## src/rtl/inst_fetch_unit.sv

```systemverilog
// inst_fetch_unit
//   Instruction fetch stage. Issues sequential word fetches on the instruction
//   bus, starting at BOOT_ADDR or at a branch target. Several requests may be
//   outstanding at once. Returned words are buffered in an in-order FIFO
//   together with their PC and handed to decode. A branch flushes the FIFO,
//   and responses to requests issued before the branch are dropped.
//
// Ports
//   clk, rst          clock (posedge) and asynchronous active-high reset
//   fetch_en_i        permits new bus requests while high
//   branch_i          one-cycle redirect pulse, target in branch_addr_i
//   inst_req_o/addr_o bus request and its word address
//   inst_gnt_i        request accepted this cycle
//   inst_rvalid_i     in-order response, data in inst_rdata_i
//   instr_valid_o     FIFO head valid; instr_rdata_o / instr_addr_o = word / PC
//   instr_ready_i     decode accepts the FIFO head
//   dbg_state         current FSM state (0 IDLE, 1 REQ, 2 FLUSH_HOLD)
//
// Handshakes
//   Bus side: once inst_req_o rises, inst_req_o and inst_addr_o hold until the
//   cycle inst_gnt_i is high, which completes the request. One response
//   (inst_rvalid_i) returns per granted request, in order, at least one cycle
//   after its grant. Decode side: a transfer happens in every cycle where
//   instr_valid_o and instr_ready_i are both high, unless branch_i is high in
//   that cycle (the flush wins and nothing is transferred).

module inst_fetch_unit #(
    parameter int unsigned       BUS_AW          = 32,
    parameter int unsigned       BUS_DW          = 32,
    parameter int unsigned       FIFO_DEPTH      = 4,
    parameter int unsigned       MAX_OUTSTANDING = 2,
    parameter logic [BUS_AW-1:0] BOOT_ADDR       = BUS_AW'(32'h0000_0080)
) (
    input  logic              clk,
    input  logic              rst,
    input  logic              fetch_en_i,
    input  logic              branch_i,
    input  logic [BUS_AW-1:0] branch_addr_i,
    output logic              inst_req_o,
    output logic [BUS_AW-1:0] inst_addr_o,
    input  logic              inst_gnt_i,
    input  logic              inst_rvalid_i,
    input  logic [BUS_DW-1:0] inst_rdata_i,
    output logic              instr_valid_o,
    output logic [BUS_DW-1:0] instr_rdata_o,
    output logic [BUS_AW-1:0] instr_addr_o,
    input  logic              instr_ready_i,
    output logic [1:0]        dbg_state
);

    localparam int unsigned       PTR_W      = (FIFO_DEPTH > 1) ? $clog2(FIFO_DEPTH) : 1;
    localparam int unsigned       CNT_W      = $clog2(FIFO_DEPTH + 1);
    localparam logic [BUS_AW-1:0] ADDR_STEP  = BUS_AW'(4);
    localparam logic [BUS_AW-1:0] ALIGN_MASK = ~BUS_AW'(3);

    typedef enum logic [1:0] {
        S_IDLE       = 2'd0,
        S_REQ        = 2'd1,
        S_FLUSH_HOLD = 2'd2
    } state_e;

    state_e            state_q;
    logic [BUS_AW-1:0] saved_q;     // branch target parked while a stale request waits for grant
    logic [BUS_AW-1:0] pc_q;        // PC of the next accepted response
    logic [CNT_W-1:0]  out_q;       // granted, response not yet returned
    logic [CNT_W-1:0]  disc_q;      // responses still to be dropped
    logic [CNT_W-1:0]  cnt_q;       // FIFO occupancy
    logic [PTR_W-1:0]  rd_ptr_q;
    logic [PTR_W-1:0]  wr_ptr_q;
    logic [BUS_DW-1:0] fifo_data_q [FIFO_DEPTH];
    logic [BUS_AW-1:0] fifo_pc_q   [FIFO_DEPTH];

    logic              fire_gnt;
    logic              push;
    logic              pop;
    logic              issue_d;
    logic [CNT_W-1:0]  out_d;
    logic [CNT_W-1:0]  disc_d;
    logic [CNT_W-1:0]  cnt_d;
    logic [CNT_W:0]    occ_d;
    logic [BUS_AW-1:0] target;

    assign target        = branch_addr_i & ALIGN_MASK;
    assign instr_valid_o = (cnt_q != '0);
    assign instr_rdata_o = fifo_data_q[rd_ptr_q];
    assign instr_addr_o  = fifo_pc_q[rd_ptr_q];
    assign dbg_state     = state_q;

    // Next-cycle bookkeeping. The issue decision uses the counts as they will
    // be after this cycle's grant, response, push and pop, so a grant that
    // uses up the last credit stops the request stream immediately.
    always_comb begin
        fire_gnt = inst_req_o & inst_gnt_i;
        pop      = instr_valid_o & instr_ready_i & ~branch_i;
        push     = inst_rvalid_i & ~branch_i & (disc_q == '0);
        out_d    = out_q + CNT_W'(fire_gnt) - CNT_W'(inst_rvalid_i);

        if (branch_i) begin
            cnt_d = '0;
        end else begin
            cnt_d = cnt_q + CNT_W'(push) - CNT_W'(pop);
        end

        occ_d   = {1'b0, cnt_d} + {1'b0, out_d};
        issue_d = fetch_en_i
                & (occ_d < (CNT_W+1)'(FIFO_DEPTH))
                & (out_d < CNT_W'(MAX_OUTSTANDING));

        // On a branch every request still in flight after this cycle is stale.
        // A request parked in FLUSH_HOLD becomes stale when it is granted.
        if (branch_i) begin
            disc_d = out_d;
        end else begin
            disc_d = disc_q;
            if (inst_rvalid_i && (disc_q != '0)) begin
                disc_d = disc_d - CNT_W'(1);
            end
            if ((state_q == S_FLUSH_HOLD) && fire_gnt) begin
                disc_d = disc_d + CNT_W'(1);
            end
        end
    end

    // Request FSM: owns inst_req_o, inst_addr_o and the parked branch target.
    always_ff @(posedge clk or posedge rst) begin
        if (rst) begin
            state_q     <= S_IDLE;
            inst_req_o  <= 1'b0;
            inst_addr_o <= BOOT_ADDR;
            saved_q     <= BOOT_ADDR;
        end else begin
            case (state_q)
                S_IDLE: begin
                    if (branch_i) begin
                        inst_addr_o <= target;
                    end
                    if (issue_d) begin
                        state_q    <= S_REQ;
                        inst_req_o <= 1'b1;
                    end
                end
                S_REQ: begin
                    if (fire_gnt) begin
                        inst_addr_o <= branch_i ? target : (inst_addr_o + ADDR_STEP);
                        state_q     <= issue_d ? S_REQ : S_IDLE;
                        inst_req_o  <= issue_d;
                    end else if (branch_i) begin
                        // The raised request cannot be withdrawn: hold it and
                        // redirect once it has been granted.
                        saved_q <= target;
                        state_q <= S_FLUSH_HOLD;
                    end
                end
                S_FLUSH_HOLD: begin
                    if (branch_i) begin
                        saved_q <= target;
                    end
                    if (fire_gnt) begin
                        inst_addr_o <= branch_i ? target : saved_q;
                        state_q     <= issue_d ? S_REQ : S_IDLE;
                        inst_req_o  <= issue_d;
                    end
                end
                default: begin
                    state_q    <= S_IDLE;
                    inst_req_o <= 1'b0;
                end
            endcase
        end
    end

    // Counters, PC tracking and the instruction FIFO.
    always_ff @(posedge clk or posedge rst) begin
        if (rst) begin
            pc_q     <= BOOT_ADDR;
            out_q    <= '0;
            disc_q   <= '0;
            cnt_q    <= '0;
            rd_ptr_q <= '0;
            wr_ptr_q <= '0;
            for (int i = 0; i < int'(FIFO_DEPTH); i++) begin
                fifo_data_q[i] <= '0;
                fifo_pc_q[i]   <= '0;
            end
        end else begin
            out_q  <= out_d;
            disc_q <= disc_d;
            cnt_q  <= cnt_d;
            if (branch_i) begin
                pc_q     <= target;
                rd_ptr_q <= '0;
                wr_ptr_q <= '0;
            end else begin
                if (push) begin
                    fifo_data_q[wr_ptr_q] <= inst_rdata_i;
                    fifo_pc_q[wr_ptr_q]   <= pc_q;
                    wr_ptr_q              <= wr_ptr_q + 1'b1;
                    pc_q                  <= pc_q + ADDR_STEP;
                end
                if (pop) begin
                    rd_ptr_q <= rd_ptr_q + 1'b1;
                end
            end
        end
    end

    // Credit accounting must make these impossible.
    a_no_overflow: assert property (@(posedge clk) disable iff (rst)
        !(push && !pop && (cnt_q == CNT_W'(FIFO_DEPTH))));
    a_no_orphan_rsp: assert property (@(posedge clk) disable iff (rst)
        !(inst_rvalid_i && (out_q == '0)));

endmodule

```

## config.mk

```make
export PLATFORM = sky130hd
export DESIGN_NAME = inst_fetch_unit
export DESIGN_NICKNAME = d
export VERILOG_FILES = /design/src/rtl/inst_fetch_unit.sv
export SDC_FILE = /design/constraint.sdc
export NUM_CORES = 1
export LEC_CHECK = 0
export ABC_AREA = 1
export BUFFER_PORTS_ARGS = -buffer_cell sky130_fd_sc_hd__clkbuf_2
export CORE_MARGIN = 3
export CORE_UTILIZATION = 55
export DETAILED_ROUTE_END_ITERATION = 7
export HOLD_SLACK_MARGIN = 0.08
export PLACE_DENSITY_LB_ADDON = 0.1
export REMOVE_ABC_BUFFERS = 1
export SETUP_SLACK_MARGIN = 0.05
export SKIP_LAST_GASP = 1
export SYNTH_ARGS = -nofsm -noshare
export SYNTH_HDL_FRONTEND = slang
export SYNTH_SLANG_ARGS = --single-unit
```

## constraint.sdc

```tcl
create_clock -name clk -period 15.2 [get_ports clk]
set_input_delay 3.04 -clock clk [delete_from_list [all_inputs] [get_ports clk]]
set_output_delay 3.04 -clock clk [all_outputs]
set_load 0.1 [all_outputs]
```

======== After elaboration in Yosys (flattened, before gate mapping) ========
Cells that the tools add are included.
word-level totals
  register bits ........................... 368
  input bits .............................. 71
  output and inout bits ................... 100
  logic and storage cells ................. 108
operators by class
  $add $sub $neg .......................... 11
  order comparisons ....................... 5
  eq/ne operators ......................... 9
  mux-type cells .......................... 38
  bitwise gates (word level) .............. 10
  reduce and logical (&&, ||, !) cells .... 17
operator list
  cell                   number
  $mux 32                13
  $bwmux 128             2
  $bmux 32 s2            2
  $pmux 32 s3            1
  $add 32x3->32 const B  2
  $demux 32 s2           1
  $pmux 32 s2            1
  $mux 2                 8
  $mux 3                 5
  $ne 2x2->1 const B     5
  $reduce_bool 3->1      3
  $and 1x1->1            7
  $add 3x1->3            2
  $ge 3x3->1 const B     2
  $not 2->3              2
  $pmux 2 s3             1
  $reduce_and 2->1       3
  $reduce_bool 2->1      3
  $sub 3x1->3            2
  $add 2x1->2 const B    2
  $add 3x3->4            1
  $lt 4x3->1 const B     1
  $reduce_and 4->1       1
  $add 3x1->3 const B    1
  15 further kinds       19

======== Logic depth before layout (Yosys ltp) ========
Gate-level depths: netlist of the first run.
  word-level depth ........................ 13
  depth in mapped cells ................... 20
  mapped depth without buffers ............ 20

======== Worst setup path after synthesis of the first run ========
OpenSTA, ideal clock, no wires.
  path kind ............................... in2reg
  start ................................... input port branch_i
  end ..................................... register state_q[1] (netlist: dbg_state[1])
  setup time .............................. 0.129 ns
  arrival ................................. 5.634 ns
  data required time ...................... 15.071 ns
  setup slack ............................. 9.436 ns
  stages .................................. 19
  buffers on the path ..................... 3
  cells stage by stage .................... buf_4 > buf_2 > buf_1 > nor2_1 > ha_1 > inv_1 > ha_1 > fa_1 > xor2_1 > nor2_1 > ha_1 > nor2_1 > nand4_1 > nor2_1 > nand2_1 > nand2_1 > nand2_1 > nand2_1 > o21ai_0
between the ends
  cells in the longest elaborated chain, start to end .. 12
  elaborated cells between the ends (all ways) .. 14
  those cells by class .................... add/sub: 3; order compare: 1; eq/ne: 2; mux: 1; bitwise: 6; reduce/logical: 1
ends and longest elaborated chain
  what                            line  RTL
  from (decl)                     37    input logic branch_i,
  $not 1->1 (no line)             n/a
  $and 1x1->1 (2 in a row)        95    push = inst_rvalid_i & ~branch_i & (disc_q == '0);
  $add 3x1->3                     101   cnt_d = cnt_q + CNT_W'(push) - CNT_W'(pop);
  $sub 3x1->3                     101
  $mux 3 (*)                      98    if (branch_i) begin
  via cnt_d[2]                    79    logic [CNT_W-1:0] cnt_d;
  $add 3x3->4 (*)                 104   occ_d = {1'b0, cnt_d} + {1'b0, out_d};
  $lt 4x3->1 (*)                  106   & (occ_d < (CNT_W+1)'(FIFO_DEPTH))
  $and 1x1->1 (*)                 106
  $and 1x1->1 (*)                 107   & (out_d < CNT_W'(MAX_OUTSTANDING));
  $ne 2x2->1 (no line) (*)        n/a
  $reduce_and 3->1 (no line) (*)  n/a
  to (signal assigned)            145   state_q <= issue_d ? S_REQ : S_IDLE;
  to (signal assigned)            160   state_q <= issue_d ? S_REQ : S_IDLE;
  to (decl)                       62    state_e state_q;
Mark *: on every way through the listed nets, which the timed path passes. The rest lies on a longest branch.
A chain may end at the register's enable or synchronous reset.

======== Worst setup path in the final report of the first run ========
  start ................................... register rd_ptr_q[0]
  end ..................................... output port instr_addr_o[21]
between the ends
  cells in the longest elaborated chain, start to end .. 4
ends and longest elaborated chain
  what                                        line  RTL
  from (decl)                                 68    logic [PTR_W-1:0] rd_ptr_q;
  from (signal assigned)                      201   rd_ptr_q <= rd_ptr_q + 1'b1;
  $not 2->3 (not written as such)             86    assign instr_addr_o = fifo_pc_q[rd_ptr_q];
  $bmux 32 s2                                 86
  $mux 32 (not written as such) (2 in a row)  86
  to (decl)                                   46    output logic [BUS_AW-1:0] instr_addr_o,
No other way between the ends. The select of a mux whose other input is x is not followed.

==> metrics.md, run 1 <==
| Metric | Value |
|---|---|
| Detailed Place HPWL | 29280 um |
| Final ANT Viol Nets | 0 |
| Final Util | 63.21% |
| CTS-repair resized insts | 0 |
| Sequential share of the synthesized area | 49.33% |
| CP Buf/Inv Count | 3 |
| Worst-path cell chain | clkinv_2 -> buf_4 -> o21ai_0 -> o22ai_1 -> clkbuf_2 |
| Crit-path slowest cell | buf_4 |
| Syn-to-layout area delta | 11.47% |
| CTS root buffer | clkbuf_16 |
| Largest family of logic cells by synthesized area | simple AND/OR/NAND/NOR gates |
| Clock Latency Late Sink | 520 ps |
| Diode count | 0 |
| WL per Instance | 16.56 um |
| Global-route wire length before repair | 77280 um |
| Die Y | 187.8 um |
| Vias in the first global route | 15080 |
| CP max FO | 74 |
| Cells after synthesis | 2256 |
| Buffer depth of the longest clock path | 3 |
| H-tree level count | 2 |
| RD Place Congestion | 0.9396 |
| Synth Area in Simple Gates | 20.77% |
| Area after DPL | 18900 sq um |
| Tcrit/Tclk final | 42.38% |
| All-Layer GR Usage | 26.33% |
| I/O Buffers | 166 |
| Vias post-DR | 15840 |
| Cell Pwr Density | 244.6 nW/um^2 |
| Grt met1 use | 37.95% |
| WL final | 46550 um |
| Worst Tran Pin Value | 1064 ps |
| Fraction of registers with async set/reset | 100.0% |
| CP Data Arrival Time | 3400 ps |
| Min Hold Slack | 478.2 ps |
| Compound-Gate Fraction of Synth Area | 19.32% |
| Min Tclk post-route | 6442 ps |
| CP top delay family | buffers and inverters |
| Status | finished clean |
| RSZ-0062 raised after global routing | false |
| Max-slew violations | 0 |
| Post-synthesis mux area share | 0% |
| M3 GR Usage | 3.346% |
| Number of synthesized flops with an enable pin | 0 |
| Largest net degree at the start of global routing | 138 |
| Initial antenna violation count | 0 |
| Commonest non-fill, non-tap cell in the layout | nand2_1 |
| Fmax | 155.2 MHz |
| Worst clock skew | 13.04 ps |
| Starting Density | 56.70% |
| Post-Syn Area | 18170 sq um |
| Clk sinks | 358 |
| TritonCTS buffer count | 40 |
| Avg Cell Area, Syn | 8.054 sq um |
| Pre-antenna DRT Iters | 5 |
| Max-cap check violation count | 0 |
| Yosys reg bits | 358 |
| Final setup fails | 0 |
| Core Region | 32040 sq um |
| CP required | 12160 ps |
| Share of cells above drive strength 1 | 13.09% |
| M2 GR Usage | 43.11% |
| Gr ovfl total | 0 |
| CP max stage delay | 750 ps |
| Hold crit path type | register to register |
| Hold Fails Final Rpt | 0 |
| Total power | 0.004953 W |
| GR peak layer | met2 |
| Setup TNS | 0 ps |
| Crit path kind | register to output port |
| Std-Cell Rows | 65 |
| YS warnings | 0 |
| Synth cell types | 50 |
| Avg Vias per Cell | 5.633 |
| Critical path endpoint category | output port |
| CTS clk-pin slew, worst paths | 60 ps |
| Leading cell types in the layout, fill and taps excluded | 535 x nand2_1, 383 x o21ai_0, 353 x dfrtp_1, 240 x nor2_1, 166 x clkbuf_2 |
| Die width | 187.8 um |
| Design Area, Final | 20250 sq um |
| CTS tree | done |
| Number of DRC markers in iteration 0 | 1463 |
| Pleak | 9.829 nW |
| Fraction of the mapped netlist area in adder cells | 1.598% |
| Synth Area in XOR/XNOR | 1.157% |
| Post-CTS Setup Inserts | 0 |
| Relative slew margins | 28.99% |
| Max IR drop VDD | 0.2197 mV |
| DIE AREA | 35250 sq um |
| DRC Markers | 0 |
| Post-synth top flop | dfrtp_1 |
| Crit start category | register |
| Post-CTS Hold Fix Bufs | 0 |
| IO Pins | 171 |
| Final layout net count | 2440 |
## registers in the layout (all words and copies together) (netlist names)
name / flops
cnt_q: 3
dbg_state: 2
disc_q: 3
fifo_data_q: 128
fifo_pc_q: 120
inst_addr_o: 32
inst_req_o: 1
out_q: 3
pc_q: 30
rd_ptr_q: 2
saved_q: 32
wr_ptr_q: 2
## synth_stat cells (all sizes together), types with 2 or more instances
master / number / area (sq um)
ha: 20 / 250.2
o21ai: 468 / 2342
clkinv: 2 / 7.510
o21bai: 4 / 30.03
a221oi: 16 / 140.1
clkbuf: 64 / 251.5
dfrtp: 355 / 8884
fa: 2 / 40.04
o22ai: 63 / 394.1
nand4: 13 / 81.33
o211ai: 19 / 142.6
nand2: 554 / 2162
nor3: 14 / 90.09
xor2: 23 / 201.4
nand3: 58 / 317.8
buf: 68 / 513.0
o221ai: 5 / 43.79
nor2: 258 / 1091
a21boi: 4 / 30.03
a211oi: 8 / 60.06
inv: 172 / 648.1
a31oi: 3 / 18.77
dfstp: 3 / 78.83
a22oi: 6 / 45.04
a21oi: 47 / 254.0
## through the flow
stage          setup WS [ps]  std cells
2_1_floorplan           2231       2125
3_3_place_gp            8680       2740
3_5_place_dp            8664       2740
4_1_cts                 8732       2811
5_1_grt                 8569       2811
6_report                8758       2811
## worst paths after layout
path	to	from	cells after the start	slack (ps)
worst max-delay path	instr_addr_o[21]	rd_ptr_q[0]	5	8760
worst min-delay path	fifo_data_q[45]	fifo_data_q[45]	2	480
worst max register to register	dbg_state[1]	disc_q[0]	20	11890
worst min register to register	fifo_data_q[45]	fifo_data_q[45]	2	480
max in group asynchronous	inst_addr_o[27]	rst	3	10880
min in group asynchronous	fifo_data_q[15]	rst	2	2730
## power breakdown
| group | total [W] | switching (W) | internal, W |
|---|---|---|---|
| logic | 0.00257 | 0.00210 | 0.000475 |
| clock network | 0.000985 | 0.000381 | 0.000604 |
| registers | 0.00140 | 0.000190 | 0.00121 |
| total | 0.00495 | 0.00267 | 0.00229 |
## area by class of cell
cell class / count / area, sq um
tap: 435 / 544.3
multi-input combinational: 1593 / 7791
inverter: 174 / 664.4
fill: 2932 / 11790
clock inverter: 17 / 227.7
timing repair buffer: 180 / 935.9
sequential: 358 / 8967
clock buffer: 54 / 1124
## worst min-delay path: cells and delay by family (launching register included)
kind | cells | cell delay, ps
AOI/OAI and AO/OA | 1 | 60
and+or+nand+nor | 1 | 50
DFF | 1 | 340
## logic make-up (layout without fill, tap and decap cells)
family,Yosys count,count (layout)
AND/OR/NAND/NOR,901,901
AO/OA/AOI/OAI,644,644
flip-flops,358,358
adder cells (fa/ha/maj),22,22
buffers and inverters,306,425
other,1,2
XOR/XNOR,24,24
## metal layers
metal | up-vias | wire (um)
li1 | 7663 | -
met3 | 54 | 2941
met2 | 542 | 21570
met1 | 7576 | 21290
met5 | - | 0
met4 | 0 | 748
(Power assumes the default switching activity.)
==> run 2: changes to the inputs <==
--- a/config.mk
+++ b/config.mk
@@ -8,7 +8,7 @@
 export ABC_AREA = 1
 export BUFFER_PORTS_ARGS = -buffer_cell sky130_fd_sc_hd__clkbuf_2
 export CORE_MARGIN = 3
-export CORE_UTILIZATION = 55
+export CORE_UTILIZATION = 54
 export DETAILED_ROUTE_END_ITERATION = 7
 export HOLD_SLACK_MARGIN = 0.08
 export PLACE_DENSITY_LB_ADDON = 0.1
==> constraint.sdc (replaced) <==
create_clock -name clk -period 5.4 [get_ports clk]
set_input_delay 1.08 -clock clk [delete_from_list [all_inputs] [get_ports clk]]
set_output_delay 1.08 -clock clk [all_outputs]
set_load 0.1 [all_outputs]
==> metrics.md, run 2 (synthesized netlist as in run 1, its figures left out) <==
| Metric | Value |
|---|---|
| Status | finished clean |
| Critical path endpoint category | output port |
| Global-route wire length before repair | 78820 um (+2.0%) |
| Hold Fails Final Rpt | 0 (unchanged) |
| Final ANT Viol Nets | 0 (unchanged) |
| DP Cell Count | 2748 (+0.29%) |
| Hold crit path type | register to register |
| Post-CTS Hold Fix Bufs | 0 (unchanged) |
| Initial antenna violation count | 0 (unchanged) |
| Clock power share | 19.6% (-0.3 points) |
| Worst Tran Pin Value | 1066 ps (+2.364 ps) |
| WL final | 47630 um (+2.3%) |
| Starting Density | 55.28% (-1.4 points) |
| CP startpoint | rd_ptr_q[0] |
| RD Place Congestion | 0.9274 (-1.3%) |
| Min Tclk post-route | 4241 ps |
| Detailed Place HPWL | 29970 um (+2.4%) |
| CTS tree | done |
| Vias post-DR | 15720 (-0.73%) |
| Psw | 0.007504 W (+180%) |
| CTS root buffer | clkbuf_16 |
| Std-Cell Rows | 66 (+1.5%) |
| Clk sinks | 358 (unchanged) |
| Core Region | 32870 sq um (+2.6%) |
| Crit path capture | instr_rdata_o[9] |
| Worst Slack Setup Final | 1159 ps (-7599 ps) |
| RSZ-0062 raised after global routing | false |
| Cells on worst reg2reg path | 20 (unchanged) |
| Max reg flops | 128 (unchanged) |
| Logic pwr share | 52.2% (+0.3 points) |
| Commonest non-fill, non-tap cell in the layout | nand2_1 |
| Clock Latency Late Sink | 530 ps (about the same) |
| Worst reg2reg endpoint | dbg_state[1] |
| Pre-CTS WS | 1513 ps (-7151 ps) |
| IO Pins | 171 (unchanged) |
| Design Area, Final | 20280 sq um (+0.12%) |
| Cell Pwr Density | 686.2 nW/um^2 (+180%) |
| DRC Markers | 0 (unchanged) |
| Crit path kind | register to output port |
| CP max FO | 64 (-14%) |
| Gr ovfl total | 0 (unchanged) |
| Largest net degree at the start of global routing | 117 (-15%) |
| WL per Instance | 16.91 um (+2.1%) |
| Crit start category | register |
| CTS-repair resized insts | 0 (unchanged) |
| Pleak | 9.827 nW (about the same) |
| Avg Vias per Cell | 5.582 (-0.90%) |
| Die Y | 189.4 um (+0.89%) |
| Footprint of the multi-input gates | 7791 sq um (unchanged) |
| Sequential Power Share | 28.2% (about the same) |
| CP Data Arrival Time | 3160 ps (-240 ps) |
| Buffer depth of the longest clock path | 3 (unchanged) |
| Worst R2R Setup Slack | 2120 ps (-9770 ps) |
| Diode count | 0 (unchanged) |
| Max-slew violations | 0 (unchanged) |
| Reg area | 8967 sq um (unchanged) |
| Critical R2R Launch | disc_q[0] |
| Final setup fails | 0 (unchanged) |
| DIE AREA | 35890 sq um (+1.8%) |
| Vias in the first global route | 15210 (+0.81%) |
| Worst clock skew | 15.63 ps (+2.585 ps) |
| Number of DRC markers in iteration 0 | 1247 (-15%) |
| I/O Buffers | 166 (unchanged) |
| Biggest register | fifo_data_q |
| Fill cell count | 3009 (+2.6%) |
| Share of cells above drive strength 1 | 12.89% (-0.20 points) |
| Max IR drop VDD | 0.6362 mV (+190%) |
| Max-cap check violation count | 0 (unchanged) |
| CP required | 4320 ps (-7840 ps) |
| Top Registers | fifo_data_q x128, fifo_pc_q x120 |
| TritonCTS buffer count | 39 (-2.5%) |
| Post-CTS Setup Inserts | 0 (unchanged) |
| Pint | 0.006411 W (+180%) |
| CTS clk-pin slew, worst paths | 60 ps (about the same) |
| Area after DPL | 18960 sq um (+0.28%) |
| Tcrit/Tclk final | 78.53% |
| Fin cells | 2816 (+0.18%) |
| H-tree level count | 2 (unchanged) |
| Leading cell types in the layout, fill and taps excluded | 535 x nand2_1, 383 x o21ai_0, 353 x dfrtp_1, 240 x nor2_1, 166 x clkbuf_2 |
| Syn-to-layout area delta | 11.61% |
| Net Sw Frac | 53.93% (+0.073 points) |
| Relative slew margins | 28.83% (-0.16 points) |
| Fmax | 235.8 MHz |
| Final layout net count | 2440 (unchanged) |
| All-Layer GR Usage | 26.72% (+0.39 points) |
| Die width | 189.4 um (+0.89%) |
| Pre-antenna DRT Iters | 7 (+2) |
[run 2: cell count changes in the layout (fill, tap and decap cells not counted)]
cell	delta
buf_12	+3
clkinvlp_4	-1
inv_6	-1
clkbuf_8	+3
buf_4	-2
clkinv_4	+1
clkbuf_16	-1
clkinv_2	-7
bufinv_16	-1
clkinv_8	+1
clkbuf_1	+3
[run 2: critical path, cell delays in order, from the launching register on]
cell and delay, ps:
dfrtp_4 600, clkinv_2 790, buf_4 530, o21ai_0 190, o22ai_1 110, clkbuf_2 380
[run 2: routing by layer]
layer	part of all wire [%]	GRT usage [%]
met1	46	38.28
met2	46	43.18
met3	5.9	3.277
met4	2.6	7.620
met5	0	0
[run 2: cell type report]
cell class	instances	area share, %
flip-flops and latches	358	44.22
multi-input cells	1593	38.42
clock buffers	59	5.676
repair buffers	181	4.837
inverters	174	3.276
well taps	442	2.727
clock inverters	9	0.8453
[run 2: worst min path at each step]
stage	from	cells after the start	slack, ps	to
6_report	fifo_data_q[69]	2	480	fifo_data_q[69]
5_1_grt	fifo_pc_q[75]	2	490	fifo_pc_q[75]
4_1_cts	fifo_data_q[69]	2	480	fifo_data_q[69]
3_5_place_dp	fifo_data_q[69]	2	470	fifo_data_q[69]
3_3_place_gp	fifo_data_q[46]	2	460	fifo_data_q[46]
2_1_floorplan	fifo_data_q[32]	2	450	fifo_data_q[32]
[run 2: power groups by stage]
stage	Combinational (W)	Clock, W	Sequential (W)
finish	0.00726	0.00273	0.00392
global route	0.00776	0.00291	0.00402
CTS	0.00728	0.00279	0.00391
detailed placement	0.00726	0	0.00395
global placement	0.00718	0	0.00393
floorplan	0.00510	0	0.00474
[run 2: stage by stage]
stage / hold WS, ps / utilization [%] / power (W) / TNS [ps]
after global routing: 490.6 / 61.70 / 0.01469 / 0
after global placement: 461.1 / 57.68 / 0.01112 / 0
after floorplan: 447.8 / - / 0.009843 / -2072490
after CTS: 481.9 / 61.70 / 0.01398 / 0
final: 477.9 / 61.70 / 0.01392 / 0
after detailed placement: 467.6 / 57.68 / 0.01121 / 0
